**src/rtl/memory_access_stage_pkg.sv**
```systemverilog
// Shared processor types for the memory access stage: the memory access size,
// the misalignment trap causes, the stage FSM states and an alignment helper.
package memory_access_stage_pkg;

  typedef logic [31:0] word_t;

  // Encoding matches the exMemSize port; the reserved code behaves as a word.
  typedef enum logic [1:0] {
    MEM_BYTE      = 2'd0,
    MEM_HALF      = 2'd1,
    MEM_WORD      = 2'd2,
    MEM_WORD_RSVD = 2'd3
  } mem_access_size_e;

  localparam logic [3:0] CAUSE_LOAD_MISALIGNED  = 4'd4;
  localparam logic [3:0] CAUSE_STORE_MISALIGNED = 4'd6;

  typedef enum logic {
    ST_IDLE = 1'b0,
    ST_BUSY = 1'b1
  } ma_state_e;

  // True when the access does not sit on its natural boundary.
  function automatic logic is_misaligned(input mem_access_size_e size,
                                         input logic [1:0] offset);
    case (size)
      MEM_BYTE: return 1'b0;
      MEM_HALF: return offset[0];
      default:  return offset != 2'b00;
    endcase
  endfunction

endpackage

```
**src/rtl/load_store_aligner.sv**
```systemverilog
// Lane steering for stores (byte enables, replicated data) and lane
// extraction plus sign/zero extension for loads. Purely combinational.
module load_store_aligner
  import memory_access_stage_pkg::*;
(
  input  mem_access_size_e size,
  input  logic [1:0]       offset,
  input  logic             load_unsigned,
  input  word_t            store_data,
  input  word_t            read_data,
  output logic [3:0]       byte_enable,
  output word_t            write_data,
  output word_t            load_value
);

  word_t shifted;

  // Bring the addressed byte lane down to bit 0 of the load word.
  assign shifted = read_data >> {offset, 3'b000};

  // Select enables, store lanes and load extension by access size.
  always_comb begin
    // NOTE: every output gets a default first so no path can infer a latch.
    byte_enable = 4'hF;
    write_data  = store_data;
    load_value  = shifted;
    case (size)
      MEM_BYTE: begin
        byte_enable = 4'b0001 << offset;
        write_data  = {4{store_data[7:0]}};
        load_value  = {{24{~load_unsigned & shifted[7]}}, shifted[7:0]};
      end
      MEM_HALF: begin
        byte_enable = 4'b0011 << {offset[1], 1'b0};
        write_data  = {2{store_data[15:0]}};
        load_value  = {{16{~load_unsigned & shifted[15]}}, shifted[15:0]};
      end
      default: ;
    endcase
  end

endmodule

```
**src/rtl/memory_access_stage.sv**
```systemverilog
// Memory access pipeline stage: passes non-memory results straight through,
// traps misaligned accesses, and runs one data-cache transaction at a time
// for aligned loads and stores, stalling upstream while it waits for dcAck.
module memory_access_stage
  import memory_access_stage_pkg::*;
(
  input  logic        clk,
  input  logic        rstN,
  input  logic        exValid,
  input  word_t       exPc,
  input  logic        exIsLoad,
  input  logic        exIsStore,
  input  logic [1:0]  exMemSize,
  input  logic        exLoadUnsigned,
  input  word_t       exAddr,
  input  word_t       exStoreData,
  input  logic [4:0]  exDstRegAddr,
  input  logic        exRegWrite,
  input  word_t       exIntResult,
  input  logic        exTrapValid,
  input  logic [3:0]  exTrapCause,
  input  word_t       exTrapValue,
  input  logic        flush,
  output logic        stall,
  output logic        dcReq,
  output logic        dcWrite,
  output word_t       dcAddr,
  output word_t       dcWriteData,
  output logic [3:0]  dcByteEnable,
  input  logic        dcAck,
  input  word_t       dcReadData,
  output logic        maValid,
  output word_t       maPc,
  output logic [4:0]  maDstRegAddr,
  output logic        maRegWrite,
  output word_t       maRegValue,
  output logic        maTrapValid,
  output logic [3:0]  maTrapCause,
  output word_t       maTrapValue
);

  ma_state_e        state_q, state_d;
  mem_access_size_e ex_size, req_size_q, sel_size;
  logic [1:0]       req_offset_q, sel_offset;
  logic             req_unsigned_q, req_is_load_q, req_reg_write_q;
  logic             flush_pending_q;
  logic             accept, is_mem, misaligned, start_mem, ack_busy;
  logic [3:0]       al_byte_enable;
  word_t            al_write_data, al_load_value;

  assign ex_size    = mem_access_size_e'(exMemSize);
  assign accept     = (state_q == ST_IDLE) && exValid && !flush;
  assign is_mem     = exIsLoad || exIsStore;
  assign misaligned = is_misaligned(ex_size, exAddr[1:0]);
  assign start_mem  = accept && is_mem && !exTrapValid && !misaligned;
  assign ack_busy   = (state_q == ST_BUSY) && dcAck;

  assign stall = (state_q == ST_BUSY);
  assign dcReq = (state_q == ST_BUSY);

  // While idle the aligner steers the incoming store; while busy it decodes
  // the returning read word using the latched size and offset.
  assign sel_size   = (state_q == ST_BUSY) ? req_size_q   : ex_size;
  assign sel_offset = (state_q == ST_BUSY) ? req_offset_q : exAddr[1:0];

  load_store_aligner u_aligner (
    .size          (sel_size),
    .offset        (sel_offset),
    .load_unsigned (req_unsigned_q),
    .store_data    (exStoreData),
    .read_data     (dcReadData),
    .byte_enable   (al_byte_enable),
    .write_data    (al_write_data),
    .load_value    (al_load_value)
  );

  // State register.
  always_ff @(posedge clk or negedge rstN) begin
    if (!rstN) state_q <= ST_IDLE;
    else       state_q <= state_d;
  end

  // Next state: enter BUSY on an aligned memory op, leave on dcAck.
  always_comb begin
    state_d = state_q;
    case (state_q)
      ST_IDLE: if (start_mem) state_d = ST_BUSY;
      ST_BUSY: if (dcAck)     state_d = ST_IDLE;
      default: state_d = ST_IDLE;
    endcase
  end

  // Result, trap, cache request and pending-flush registers.
  always_ff @(posedge clk or negedge rstN) begin
    // NOTE: these are plain registers rather than a memory array, so every one
    // is cleared by reset; outputs and the pending-flush flag start at zero.
    if (!rstN) begin
      maValid         <= 1'b0;
      maPc            <= '0;
      maDstRegAddr    <= '0;
      maRegWrite      <= 1'b0;
      maRegValue      <= '0;
      maTrapValid     <= 1'b0;
      maTrapCause     <= '0;
      maTrapValue     <= '0;
      dcWrite         <= 1'b0;
      dcAddr          <= '0;
      dcWriteData     <= '0;
      dcByteEnable    <= '0;
      req_size_q      <= MEM_BYTE;
      req_offset_q    <= '0;
      req_unsigned_q  <= 1'b0;
      req_is_load_q   <= 1'b0;
      req_reg_write_q <= 1'b0;
      flush_pending_q <= 1'b0;
    end else begin
      // NOTE: non-blocking assignments so every register samples pre-edge values.
      maValid     <= 1'b0;
      maTrapValid <= 1'b0;
      if (accept) begin
        maPc         <= exPc;
        maDstRegAddr <= exDstRegAddr;
        maRegValue   <= exIntResult;
        if (exTrapValid) begin
          maValid     <= 1'b1;
          maTrapValid <= 1'b1;
          maTrapCause <= exTrapCause;
          maTrapValue <= exTrapValue;
          maRegWrite  <= 1'b0;
        end else if (is_mem && misaligned) begin
          maValid     <= 1'b1;
          maTrapValid <= 1'b1;
          maTrapCause <= exIsLoad ? CAUSE_LOAD_MISALIGNED : CAUSE_STORE_MISALIGNED;
          maTrapValue <= exAddr;
          maRegWrite  <= 1'b0;
        end else if (is_mem) begin
          maRegWrite      <= 1'b0;
          dcAddr          <= {exAddr[31:2], 2'b00};
          dcWrite         <= !exIsLoad;
          dcWriteData     <= al_write_data;
          dcByteEnable    <= al_byte_enable;
          req_size_q      <= ex_size;
          req_offset_q    <= exAddr[1:0];
          req_unsigned_q  <= exLoadUnsigned;
          req_is_load_q   <= exIsLoad;
          req_reg_write_q <= exRegWrite;
        end else begin
          maValid    <= 1'b1;
          maRegWrite <= exRegWrite;
        end
      end
      if (ack_busy) begin
        maValid    <= !(flush_pending_q || flush);
        maRegWrite <= req_is_load_q && req_reg_write_q;
        maRegValue <= req_is_load_q ? al_load_value : '0;
      end
      // A flush seen while busy discards the outstanding result.
      if (state_q == ST_BUSY) begin
        if (dcAck)      flush_pending_q <= 1'b0;
        else if (flush) flush_pending_q <= 1'b1;
      end
    end
  end

endmodule

```
**config.mk**
```make
export PLATFORM = sky130hd
export DESIGN_NAME = memory_access_stage
export DESIGN_NICKNAME = d
export VERILOG_FILES = /design/src/rtl/memory_access_stage_pkg.sv /design/src/rtl/load_store_aligner.sv /design/src/rtl/memory_access_stage.sv
export SDC_FILE = /design/constraint.sdc
export NUM_CORES = 1
export LEC_CHECK = 0
export CELL_PAD_IN_SITES_DETAIL_PLACEMENT = 1
export CELL_PAD_IN_SITES_GLOBAL_PLACEMENT = 2
export CORE_AREA = 2 2 215 175
export DETAILED_ROUTE_END_ITERATION = 8
export DIE_AREA = 0 0 217 177
export GPL_TIMING_DRIVEN = 1
export PLACE_DENSITY = 0.81
export SYNTH_ARGS = -nofsm -noshare
export SYNTH_HDL_FRONTEND = slang
export SYNTH_SLANG_ARGS = --single-unit
```
**constraint.sdc**
```tcl
create_clock -name clk -period 3.48 [get_ports clk]
set_clock_uncertainty 0.15 [all_clocks]
set_input_delay 0.696 -clock clk [delete_from_list [all_inputs] [get_ports clk]]
set_output_delay 0.696 -clock clk [all_outputs]
set_load 0.03 [all_outputs]
```
==> results.md <==
- WP data arrival: 3.37 ns
- Status: finished, final reports clean
- Io pins: 392
- Num rows: 63
- Mux contribution to synthesized area: 18.52%
- Post-placement cell count: 1674
- Die Wd: 217 µm
- Syn. warnings: 0
- Max-cap violations: 0
- Maximum vdd drop: 0.2866 mV
- Die area: 38410 µm²
- Initial Util: 23.56%
- Final setup margin: 0.2934 ns
- Hold Crit Class: primary input to asynchronous set/reset pin
- Syn Inst Count: 833
- Met1 Use GR: 21.16%
- Final WL: 32.86 mm
- Post-synthesis sequential area ratio: 53.68%
- CTS resizes: 0
- Cell taking the most area after synthesis: dfrtp_1
- Post-Synth Adder-Cell Area: 0%
- Final Hold Viols: 0
- Slowest cell delay on critical path: 0.85 ns
- Setup CP Type: flop to flop
- Antenna violations before repair: 3
- H-tree levels: 4
- Synthesized area: 8578 µm²
- Commonest cells after routing, fill and taps aside: clkdlybuf4s50_1 (387), dfrtp_1 (184), nand2_1 (178)
- Met3 Track Usage GR: 7.027%
- Synth-to-layout area growth: 58.74%
- Pleak: 5.980 nW
- RSZ-0062 raised after global routing: no
- Fmax: 0.3138 GHz
- Total GRT Usage: 17.20%
- Commonest non-fill, non-tap cell in the layout: clkdlybuf4s50_1
- CP Cell Sequence: or3b_4, buf_4, nand2_1, o22ai_1, nor2_1
- Clock sinks: 184
- Pwr Density: 593.3 nW/µm²
- Antenna-violating nets left: 0
- Synth async-reset ratio: 100.0%
- Core Area: 36420 µm²
- Synth Area in Compound Gates: 11.19%
- Period utilization: 91.57%
- Die height: 177 µm
- Measured slew at the worst slew-check pin: 1.077 ns
- Nets: 1419
- Main synth FF type: dfrtp_1
- Clk_lat worst skew: 0.45 ns
- Total grt overflow: 0
- Iter 0 DRT Violations: 327
- Top Family by Delay on Critical Path: simple AND/OR/NAND/NOR gates
- Largest net degree at the start of global routing: 73
- Non-Filler Instances: 1708
- Worst path bufs/invs: 1
- Critical Path RT: 3.67 ns
- GP Congestion: 0.7767
- Via density: 4.494
- Yosys top cell area share: 53.68%
- Pins Over Slew Limit: 0
- Mapped Avg Cell Area: 10.30 µm²
- Number of global-route vias before repair: 8415
- Slowest cell on the critical path: dfrtp_1
- DRC: 0
- TritonCTS buffer count: 17
- Synth Area in Simple Gates: 13.05%
- Clk pin slew, worst setup/hold paths: 0.07 ns
- Post-synthesis xor/xnor area fraction: 0%
- Flop and latch count out of synthesis: 184
- Slew HR: 28.06%
- Final setup viols: 0
- First-pass GRT wire length: 50.11 mm
- Number of flops mapped to enable cells by yosys: 0
- Drt first pass iters: 4
- Clock Path Buffers: 2
- CP Launch Type: flop
- Fraction of layout cells with a size suffix above 1: 9.680%
- Main combinational cell family by area after synthesis: multiplexers
- Final Critical Period: 3.187 ns
- CTS root buffer: clkbuf_16
- WL per Instance: 19.24 µm
- Peak fanout along the critical path: 72
- IO Port Bufs: 389
- Critical Path End Type: flop
- Busiest grt layer: met2
- Worst slack at placement: -0.09731 ns
- Met2 usage: 28.01%
- Post-CTS setup buffers: 0
- Cts hold-fix bufs: 0
- Cell variety after synth: 42
- Ranking of synthesized cells by area: dfrtp_1 (54%), mux2i_1 (11%), nand2_1 (7.8%)
- Vias after detailed routing: 7676
- CTS tree: done
- DP HPWL: 24.35 mm
==> area by class of cell <==
cell class	instances	area, µm²
Antenna cell	2	5.005
Fill cell	4129	22800
Sequential cell	184	4604
Clock buffer	20	456.7
Tap cell	487	609.3
Clock inverter	12	116.4
Multi-Input combinational cell	587	3687
Timing Repair Buffer	414	4130
Inverter	2	7.507
==> stage by stage <==
stage | setup TNS [ns] | hold WS, ns | utilization [%] | area (µm²) | total power, mW
floorplan | 0 | 0.2504 | - | 8582 | 4.586
global placement | 0 | 0.3077 | 35.80 | 13040 | 6.136
detailed placement | -1.057 | 0.3137 | 35.80 | 13040 | 6.187
CTS | 0 | 0.1179 | 37.38 | 13610 | 8.205
global route | 0 | 0.1204 | 37.38 | 13610 | 8.487
finish | 0 | 0.1060 | 37.39 | 13620 | 8.079
==> routing by layer <==
metal / vias to the layer above / part of all wire (%)
met5: - / 0.064
met4: 4 / 1.3
met3: 24 / 9.1
met2: 267 / 47
met1: 3758 / 43
li1: 3623 / -
==> cells in the mapped netlist, drive strengths merged, types with 9 or more instances <==
master / number
a21oi: 63
buf: 22
clkbuf: 39
dfrtp: 184
mux2: 48
mux2i: 94
nand2: 178
nand3: 14
nor2: 77
o21ai: 47
o22ai: 15
o32ai: 9
==> where the power goes <==
part           internal, mW  switching, mW  total [mW]
clock network          1.03          0.920        1.95
registers              2.63          0.308        2.94
logic                  1.42           1.77        3.19
total                  5.08           3.00        8.08
==> worst reg2reg max path, delay by kind of cell, from the launching register on <==
kind | cells | cell delay, ns
compound gates | 1 | 0.36
flops | 1 | 0.85
simple gates | 3 | 1.06
buf+inv | 1 | 0.65
==> final timing paths <==
check	start	slack (ns)	end	cells after the start
worst max-delay path	dcReq	0.29	maRegValue[9]	5
worst min-delay path	rstN	0.11	dcAddr[11]	1
worst max register to register	dcReq	0.29	maRegValue[9]	5
worst min register to register	maPc[21]	0.33	maPc[21]	2
max in group asynchronous	rstN	2.32	dcWriteData[14]	2
min in group clk	maPc[21]	0.33	maPc[21]	2
==> kinds of logic (layout without fill, tap and decap cells) <==
| family | Yosys count | in the layout |
|---|---|---|
| AOI/OAI and AO/OA | 161 | 161 |
| and+or+nand+nor | 282 | 282 |
| other | 1 | 4 |
| muxes | 142 | 142 |
| DFF | 184 | 184 |
| buffers and inverters | 63 | 448 |
==> state kept, by name, summed over array words and instances, names as in the netlist <==
name / flops
dcReq: 1
maRegValue: 32
dcByteEnable: 4
dcAddr: 30
maValid: 1
req_unsigned_q: 1
flush_pending_q: 1
req_reg_write_q: 1
dcWrite: 1
maTrapValid: 1
dcWriteData: 32
maPc: 32
maTrapCause: 4
maDstRegAddr: 5
req_offset_q: 2
maTrapValue: 32
req_size_q: 2
maRegWrite: 1
req_is_load_q: 1
Power figures use the tool's default switching activity.
